===== config.mk =====
export PLATFORM = sky130hd
export DESIGN_NAME = stage_pcgen_flat
export DESIGN_NICKNAME = d
export VERILOG_FILES = /design/src/rtl/stage_pcgen_if.sv /design/src/rtl/stage_pcgen.sv /design/src/flat_wrapper.sv
export SDC_FILE = /design/constraint.sdc
export NUM_CORES = 1
export LEC_CHECK = 0
export BUFFER_PORTS_ARGS = -buffer_cell sky130_fd_sc_hd__buf_2
export CAP_MARGIN = 30
export CORE_ASPECT_RATIO = 0.5
export CORE_MARGIN = 5
export CORE_UTILIZATION = 55
export DETAILED_ROUTE_END_ITERATION = 6
export PLACE_DENSITY = 0.81
export SYNTH_ARGS = -nofsm -noshare
export SYNTH_HDL_FRONTEND = slang
export SYNTH_SLANG_ARGS = --single-unit

===== constraint.sdc =====
create_clock -name clk -period 2.6 [get_ports clk]
set_clock_uncertainty 0.15 [all_clocks]
set_input_delay 0.39 -clock clk [delete_from_list [all_inputs] [get_ports clk]]
set_output_delay 0.39 -clock clk [all_outputs]
set_load 0.01 [all_outputs]

===== src/rtl/stage_pcgen_if.sv =====
// Fetch PC generator bundle: stall/redirect controls in, imem request and IF/ID PC out.
// master = hazard/EX side that drives controls; slave = the PC generator.
interface stage_pcgen_if #(
  parameter int PC_WIDTH = 32
);
  logic                stall;
  logic                redirect;
  logic [PC_WIDTH-1:0] redirect_pc;
  logic [PC_WIDTH-1:0] imem_addr_o;
  logic                imem_ce_o;
  logic [PC_WIDTH-1:0] current_pc_o;
  logic                redirect_pend_o;
  logic                misalign_o;

  modport master (
    output stall, redirect, redirect_pc,
    input  imem_addr_o, imem_ce_o, current_pc_o, redirect_pend_o, misalign_o
  );

  modport slave (
    input  stall, redirect, redirect_pc,
    output imem_addr_o, imem_ce_o, current_pc_o, redirect_pend_o, misalign_o
  );
endinterface


===== src/rtl/stage_pcgen.sv =====
// Fetch PC generator: drives a 1-cycle synchronous imem, keeps current_pc aligned with its data bus.
// Stall freezes fetch (ce low); a redirect seen during stall is parked and applied on release.
module stage_pcgen #(
  parameter int                  PC_WIDTH = 32,
  parameter logic [PC_WIDTH-1:0] RESET_PC = '0
) (
  input  logic         clk,
  input  logic         rst_n,
  stage_pcgen_if.slave pcgen_if
);

  typedef enum logic [1:0] {BOOT, RUN, PEND} state_t;

  state_t              state_q, state_d;
  logic [PC_WIDTH-1:0] fetch_pc_q, fetch_pc_d;
  logic [PC_WIDTH-1:0] cur_pc_q, cur_pc_d;
  logic [PC_WIDTH-1:0] pend_pc_q, pend_pc_d;
  logic                misalign_q, misalign_d;

  logic [PC_WIDTH-1:0] redir_aligned;
  logic                redir_mis;

  assign redir_aligned = {pcgen_if.redirect_pc[PC_WIDTH-1:2], 2'b00};
  assign redir_mis     = |pcgen_if.redirect_pc[1:0];

  always_ff @(posedge clk or negedge rst_n) begin
    if (!rst_n) begin
      state_q    <= BOOT;
      fetch_pc_q <= RESET_PC;
      cur_pc_q   <= '0;
      pend_pc_q  <= '0;
      misalign_q <= 1'b0;
    end else begin
      state_q    <= state_d;
      fetch_pc_q <= fetch_pc_d;
      cur_pc_q   <= cur_pc_d;
      pend_pc_q  <= pend_pc_d;
      misalign_q <= misalign_d;
    end
  end

  always_comb begin
    state_d    = state_q;
    fetch_pc_d = fetch_pc_q;
    cur_pc_d   = cur_pc_q;
    pend_pc_d  = pend_pc_q;
    misalign_d = 1'b0;
    case (state_q)
      BOOT: state_d = RUN;
      RUN: begin
        if (pcgen_if.stall) begin
          if (pcgen_if.redirect) begin
            pend_pc_d  = redir_aligned;
            misalign_d = redir_mis;
            state_d    = PEND;
          end
        end else begin
          cur_pc_d   = fetch_pc_q;
          fetch_pc_d = pcgen_if.redirect ? redir_aligned : fetch_pc_q + PC_WIDTH'(4);
          misalign_d = pcgen_if.redirect & redir_mis;
        end
      end
      PEND: begin
        if (pcgen_if.stall) begin
          // newest redirect wins while still stalled
          if (pcgen_if.redirect) begin
            pend_pc_d  = redir_aligned;
            misalign_d = redir_mis;
          end
        end else begin
          cur_pc_d   = fetch_pc_q;
          fetch_pc_d = pcgen_if.redirect ? redir_aligned : pend_pc_q;
          misalign_d = pcgen_if.redirect & redir_mis;
          state_d    = RUN;
        end
      end
      default: state_d = BOOT;
    endcase
  end

  always_comb begin
    pcgen_if.imem_ce_o       = (state_q != BOOT) && !pcgen_if.stall;
    pcgen_if.redirect_pend_o = (state_q == PEND);
    pcgen_if.imem_addr_o     = fetch_pc_q;
    pcgen_if.current_pc_o    = cur_pc_q;
    pcgen_if.misalign_o      = misalign_q;
  end

endmodule


===== src/flat_wrapper.sv =====
// flat-port wrapper written by rule: the top's interface ports become plain ports
module stage_pcgen_flat 
#(
  parameter int                  PC_WIDTH = 32,
  parameter logic [PC_WIDTH-1:0] RESET_PC = '0
)
  (clk, rst_n, pcgen_if_stall, pcgen_if_redirect, pcgen_if_redirect_pc, pcgen_if_imem_addr_o, pcgen_if_imem_ce_o, pcgen_if_current_pc_o, pcgen_if_redirect_pend_o, pcgen_if_misalign_o);
  stage_pcgen_if #(.PC_WIDTH(PC_WIDTH)) pcgen_if_i ();
  input  logic clk;
  input  logic rst_n;
  input wire logic [$bits(pcgen_if_i.stall)-1:0] pcgen_if_stall;
  input wire logic [$bits(pcgen_if_i.redirect)-1:0] pcgen_if_redirect;
  input wire logic [$bits(pcgen_if_i.redirect_pc)-1:0] pcgen_if_redirect_pc;
  output wire logic [$bits(pcgen_if_i.imem_addr_o)-1:0] pcgen_if_imem_addr_o;
  output wire logic [$bits(pcgen_if_i.imem_ce_o)-1:0] pcgen_if_imem_ce_o;
  output wire logic [$bits(pcgen_if_i.current_pc_o)-1:0] pcgen_if_current_pc_o;
  output wire logic [$bits(pcgen_if_i.redirect_pend_o)-1:0] pcgen_if_redirect_pend_o;
  output wire logic [$bits(pcgen_if_i.misalign_o)-1:0] pcgen_if_misalign_o;
  assign pcgen_if_i.stall = pcgen_if_stall;
  assign pcgen_if_i.redirect = pcgen_if_redirect;
  assign pcgen_if_i.redirect_pc = pcgen_if_redirect_pc;
  assign pcgen_if_imem_addr_o = pcgen_if_i.imem_addr_o;
  assign pcgen_if_imem_ce_o = pcgen_if_i.imem_ce_o;
  assign pcgen_if_current_pc_o = pcgen_if_i.current_pc_o;
  assign pcgen_if_redirect_pend_o = pcgen_if_i.redirect_pend_o;
  assign pcgen_if_misalign_o = pcgen_if_i.misalign_o;
  stage_pcgen #(.PC_WIDTH(PC_WIDTH), .RESET_PC(RESET_PC)) u_core (.clk(clk), .rst_n(rst_n), .pcgen_if(pcgen_if_i));
endmodule

Word level (Yosys, flattened, before mapping) --
Cells that the tools add are included.
Word-level totals: bits in registers 99, latch bits 0, bits in writable memories 0, memory bits (read-only) 0, input port bits 36, logic and storage cells 37, memories 0
Cells by class: $add $sub $neg 1, multipliers 0, div/mod/pow operators 0, $lt $le $gt $ge 0, equal/unequal tests 6, shifts and indexed selects 0, muxes and demuxes 12, bitwise gates (word level) 2, reductions and logical operators 11
Operator list (count):
- $mux W32 | 4
- $pmux W32 S2 | 1
- $add A32 B3 Y32 const B | 1
- $ne A2 B2 Y1 const B | 4
- $mux W2 | 3
- $pmux W2 S3 | 1
- $reduce_and A3 Y1 | 2
- $reduce_and A2 Y1 | 2
- $reduce_bool A2 Y1 | 2
- $reduce_or A2 Y1 | 2
- $mux W1 | 3
- $eq A2 B1 Y1 const B | 1
- $eq A2 B2 Y1 const B | 1
- $logic_not A2 Y1 | 1
- $and A1 B1 Y1 | 1
- $logic_and A1 B1 Y1 | 1
- $logic_not A1 Y1 | 1
- $not A1 Y1 | 1

Logic depth before layout (Yosys ltp) --
word-level depth 4, mapped depth 9

Worst setup path after synthesis --
No wires, ideal clock.
path type reg-to-reg, start point register u_core.state_q[0], end point register u_core.fetch_pc_q[24], in the netlist u_core.pcgen_if.imem_addr_o[24], library setup time 126 ps, data arrival time 1721 ps, required time 2324 ps, slack 602 ps, stages on the path, launching flop included 8, buffers on the path 2, period minus slack after synthesis 1998 ps, cell sequence dfrtp_1 -> inv_1 -> ha_1 -> o21bai_1 -> buf_2 -> buf_4 -> o21ai_0 -> a311o_1
Between the ends: word-level cells in the longest chain between the ends 3, elaborated cells between the ends (all ways) 7, classes of those cells eq/ne (4); mux (1); reduce/logical (2)
Ends and longest elaborated chain:
- from (decl) | RTL line stage_pcgen.sv:14 | state_t state_q, state_d;
- from (signal assigned) | RTL line stage_pcgen.sv:34 | state_q <= state_d;
- $eq A2 B2 Y1 *
- net pcgen_if_redirect_pend_o | RTL line flat_wrapper.sv:17 | output wire logic [$bits(pcgen_if_i.redirect_pend_o)-1:0] pcgen_if_redirect_pend_o;
- $ne A2 B2 Y1 (no line) or $reduce_bool A2 Y1 (tied branches)
- $reduce_and A3 Y1 (no line)
- to (signal assigned) | RTL line stage_pcgen.sv:35 | fetch_pc_q <= fetch_pc_d;
- to (decl) | RTL line stage_pcgen.sv:15 | logic [PC_WIDTH-1:0] fetch_pc_q, fetch_pc_d;
Mark *: on every way through the listed nets, which the timed path passes. The rest lies on a longest branch. A chain may end at the register's enable or synchronous reset.

Worst setup path after layout --
start point register u_core.state_q[0], end point register u_core.fetch_pc_q[28], in the netlist u_core.pcgen_if.imem_addr_o[28]
Between the ends: word-level cells in the longest chain between the ends 3, elaborated cells between the ends (all ways) 7, classes of those cells eq/ne (4); mux (1); reduce/logical (2)
Ends and longest elaborated chain:
- $eq A2 B1 Y1 or $eq A2 B2 Y1 (tied branches) | RTL line stage_pcgen.sv:48 | case (state_q)
- $ne A2 B2 Y1 (no line) or $reduce_bool A2 Y1 (tied branches)
- $reduce_and A3 Y1 (no line)
Parallel ways exist; a longest one is shown, timed or not.

==> flow_metrics.py <==
metrics = {
    "status": {
        "outcome": "complete, no violations",
    },
    "logic_synthesis": {
        "ys_warn_count": 0,
        "synthArstFlopShare_pct": 100,
        "synth.lib_cells_used.distinct": 61,
        "postSynthAreaPerCell_um2": 10.8,
        "synth_area_um2": 5030,
        "number_of_synthesized_flops_with_an_enable_pin": 0,
        "syn-instance-count": 466,
        "synth_seq_area_share_pct": 49.3,
        "syn_nets": 507,
        "postSynth.topFlopCell": "dfrtp_1",
        "synth-seq-cells": 99,
    },
    "grt": {
        "grt.total_usage_pct": 22.4,
        "number_of_antenna_violations_at_the_first_check_in_global_routing": 0,
        "grt_remaining_overflow": 0,
        "maximum_number_of_pins_on_one_net_before_global_route_repair": 48,
        "grt_pass1_wl_um": 20900,
        "grt_pass1_vias": 4117,
    },
    "pwr": {
        "seq_pwr_share_pct": 38.8,
        "combPwrFrac_pct": 39.3,
        "p_int_mw": 4.69,
        "sw_frac_of_total_pct": 37.0,
        "leakagePower_nw": 2.72,
        "report.power.total_mw": 7.44,
        "peakVddDrop_uv": 647,
        "clockPowerShare_pct": 21.9,
        "power_switching_mw": 2.76,
        "power_density_nw_per_um2": 1240,
    },
    "setup_path": {
        "critical_path.endpoint_type": "flip-flop",
        "crit_slowest_cell": "o21bai_4",
        "critical_path_fanouts_max": 25,
        "r2r_setup_slack_ps": 340,
        "critical_path.cell_chain": "inv_1 -> ha_1 -> o21bai_4 -> nor4_1 -> and3_1 -> or3_1",
        "reg2reg_depth": 6,
        "end_of_the_worst_register_to_register_path": "u_core.pcgen_if.imem_addr_o[28]",
        "crit_type": "flip-flop to flip-flop",
        "combined_buffer_and_inverter_count_along_the_critical_path": 1,
        "crit-reg2reg-launch": "u_core.state_q[0]",
        "critical_path.top_delay_family": "simple AND/OR/NAND/NOR gates",
        "worst-endpoint-required_ps": 2670,
        "critical-path-max-stage-delay_ps": 530,
        "critical_path_arrival_ps": 2330,
        "critical_path.startpoint_type": "flip-flop",
    },
    "sta": {
        "grt_setup_unrepaired": "no",
        "hold_violations": 0,
        "min_period_over_period_pct": 86.8,
        "tightestPinTransition_ps": 614,
        "timing.max_slew.rel_slack_pct": 58.7,
        "post-route-min-period_ps": 2260,
        "report.final.slew_viol_count": 0,
        "setup-violations-final": 0,
        "achievable_frequency_ghz": 0.443,
        "final.setup.worst_slack_ps": 343,
        "total_negative_setup_slacks_ps": 0,
    },
    "route": {
        "post_drt_wl_per_cell_um": 18.1,
        "final_antenna_net_count": 0,
        "via_per_inst": 6.16,
        "drt_iter0_drc": 303,
        "post_route_drc_violation_count": 0,
        "dr.pass1.iters": 6,
        "finalWirelength_um": 12300,
        "via_count": 4199,
    },
    "flow_run": {
        "drv.max_cap_violation_count": 0,
    },
    "floorplanning": {
        "core_um2": 8800,
        "dieWidth_um": 145,
        "floorplan.initialDensity_pct": 57.2,
        "die-area_um2": 11300,
        "rows": 24,
        "ioPinCount": 103,
        "die_y_um": 77.6,
    },
    "cts": {
        "cts.clk_slew.worst_paths_ps": 70,
        "clkSinkCount": 99,
        "cts_tree": "done",
        "cts-htree-levels": 3,
        "clockRootBuffer": "clkbuf_16",
        "tritoncts.num_buffers": 9,
        "clk-insertion-delay-late_ps": 350,
        "cts-root-to-sink-buffers": 2,
        "post_cts_resize_count": 0,
    },
    "placement": {
        "globalplace.congestion": 0.788,
        "portBuffers": 102,
        "place.detailed.hpwl_um": 8560,
        "placed_area_um2": 5640,
        "placement.setup.worst_slack_ps": 379,
    },
    "min_path": {
        "worst_hold_path.endpoint": "u_core.pcgen_if.misalign_o",
        "hold_depth": 2,
        "min-delay-start": "pcgen_if_redirect_pc[0]",
        "type_of_the_worst_min_delay_path": "input pin to flip-flop",
    },
    "cells_and_area": {
        "most_frequent_cells_in_the_layout": "buf_2, dfrtp_1, mux2_2, nand2_1, o21ai_0",
        "drive_gt1_share_pct": 37.3,
        "commonest_non_fill_non_tap_cell_in_the_layout": "buf_2",
        "syn2layout_area_growth_pct": 19.6,
        "final_cell_area_um2": 6010,
        "multi_input_comb_area_um2": 2310,
        "final.fill_count": 701,
        "ff_latch_area_um2": 2480,
        "antennaDiodeCount": 0,
        "finalNetCount": 601,
    },
}
-- how the worst max path moves through the flow --
stage	startpoint	endpoint	slack (ps)	depth (start not counted)
2_1_floorplan	u_core.state_q[0]	u_core.pcgen_if.imem_addr_o[24]	600	7
3_3_place_gp	u_core.state_q[0]	u_core.pcgen_if.imem_addr_o[20]	460	6
6_report	u_core.state_q[0]	u_core.pcgen_if.imem_addr_o[28]	340	6
4_1_cts	u_core.state_q[0]	u_core.pcgen_if.imem_addr_o[28]	370	6
3_5_place_dp	u_core.state_q[0]	u_core.pcgen_if.imem_addr_o[28]	380	6
5_1_grt	u_core.state_q[0]	u_core.pcgen_if.imem_addr_o[28]	190	6
-- through the flow --
step / hold WS (ps) / cells / util (%)
detailed placement: 291 / 665 / 64.1
global placement: 294 / 665 / 64.1
CTS: 115 / 682 / 68.3
floorplan: -55.6 / 466 / -
finish: 125 / 682 / 68.3
global route: 129 / 682 / 68.3
-- power by group through the flow --
| stage | clock network [mW] | logic (mW) | registers [mW] |
|---|---|---|---|
| after floorplan | 0 | 1.85 | 2.92 |
| after CTS | 1.66 | 2.95 | 2.88 |
| final | 1.63 | 2.92 | 2.89 |
| after global placement | 0 | 2.83 | 2.86 |
| after global routing | 1.73 | 3.24 | 2.99 |
| after detailed placement | 0 | 2.94 | 2.90 |
-- cell type report --
type	count	share of cell area (%)
flip-flops and latches	99	41.2
multi-input cells	319	38.5
repair buffers	122	11.3
clock buffers	9	3.75
well taps	117	2.43
clock inverters	7	2.31
inverters	9	0.562
-- layer usage --
| metal | track usage (%) | share of wire [%] |
|---|---|---|
| met5 | 0 | 0 |
| met4 | 6.24 | 1.3 |
| met3 | 5.30 | 6.1 |
| met2 | 35.8 | 48 |
| met1 | 30.9 | 45 |
-- state kept, by name (all words and copies together) (netlist names) --
name and count:
u_core.state_q 2, u_core.pcgen_if.misalign_o 1, u_core.pcgen_if.current_pc_o 32, u_core.pcgen_if.imem_addr_o 32, u_core.pend_pc_q 32
-- synth_stat cells, types with 6 or more instances --
cell	count	share of area, %
nand2_1	40	3.0
buf_2	17	1.7
dfrtp_1	99	49
inv_1	9	0.67
mux2_2	56	13
nand4_1	8	1.0
and3_1	8	1.0
nand3_1	13	1.3
nor2_1	16	1.2
a22oi_1	16	2.4
nor3_1	10	1.0
clkbuf_1	11	0.82
a21oi_1	20	2.0
o21ai_0	37	3.7
o211ai_1	10	1.5
and4_1	6	1.0
a22o_1	12	2.1
-- logic make-up after synthesis --
family / after synthesis / synth area share [%]
mux: 58 / 12.9
flops: 99 / 49.3
buf+inv: 48 / 5.07
simple gates: 129 / 14.4
fa+ha+maj: 5 / 1.24
compound gates: 127 / 17.1
-- timing repair --
action	4_1_cts	5_1_grt
setup buffers	0	0
hold buffers	1	0
hold endpoints to repair	43	0
Note: power is estimated with default switching activity, not from simulation.
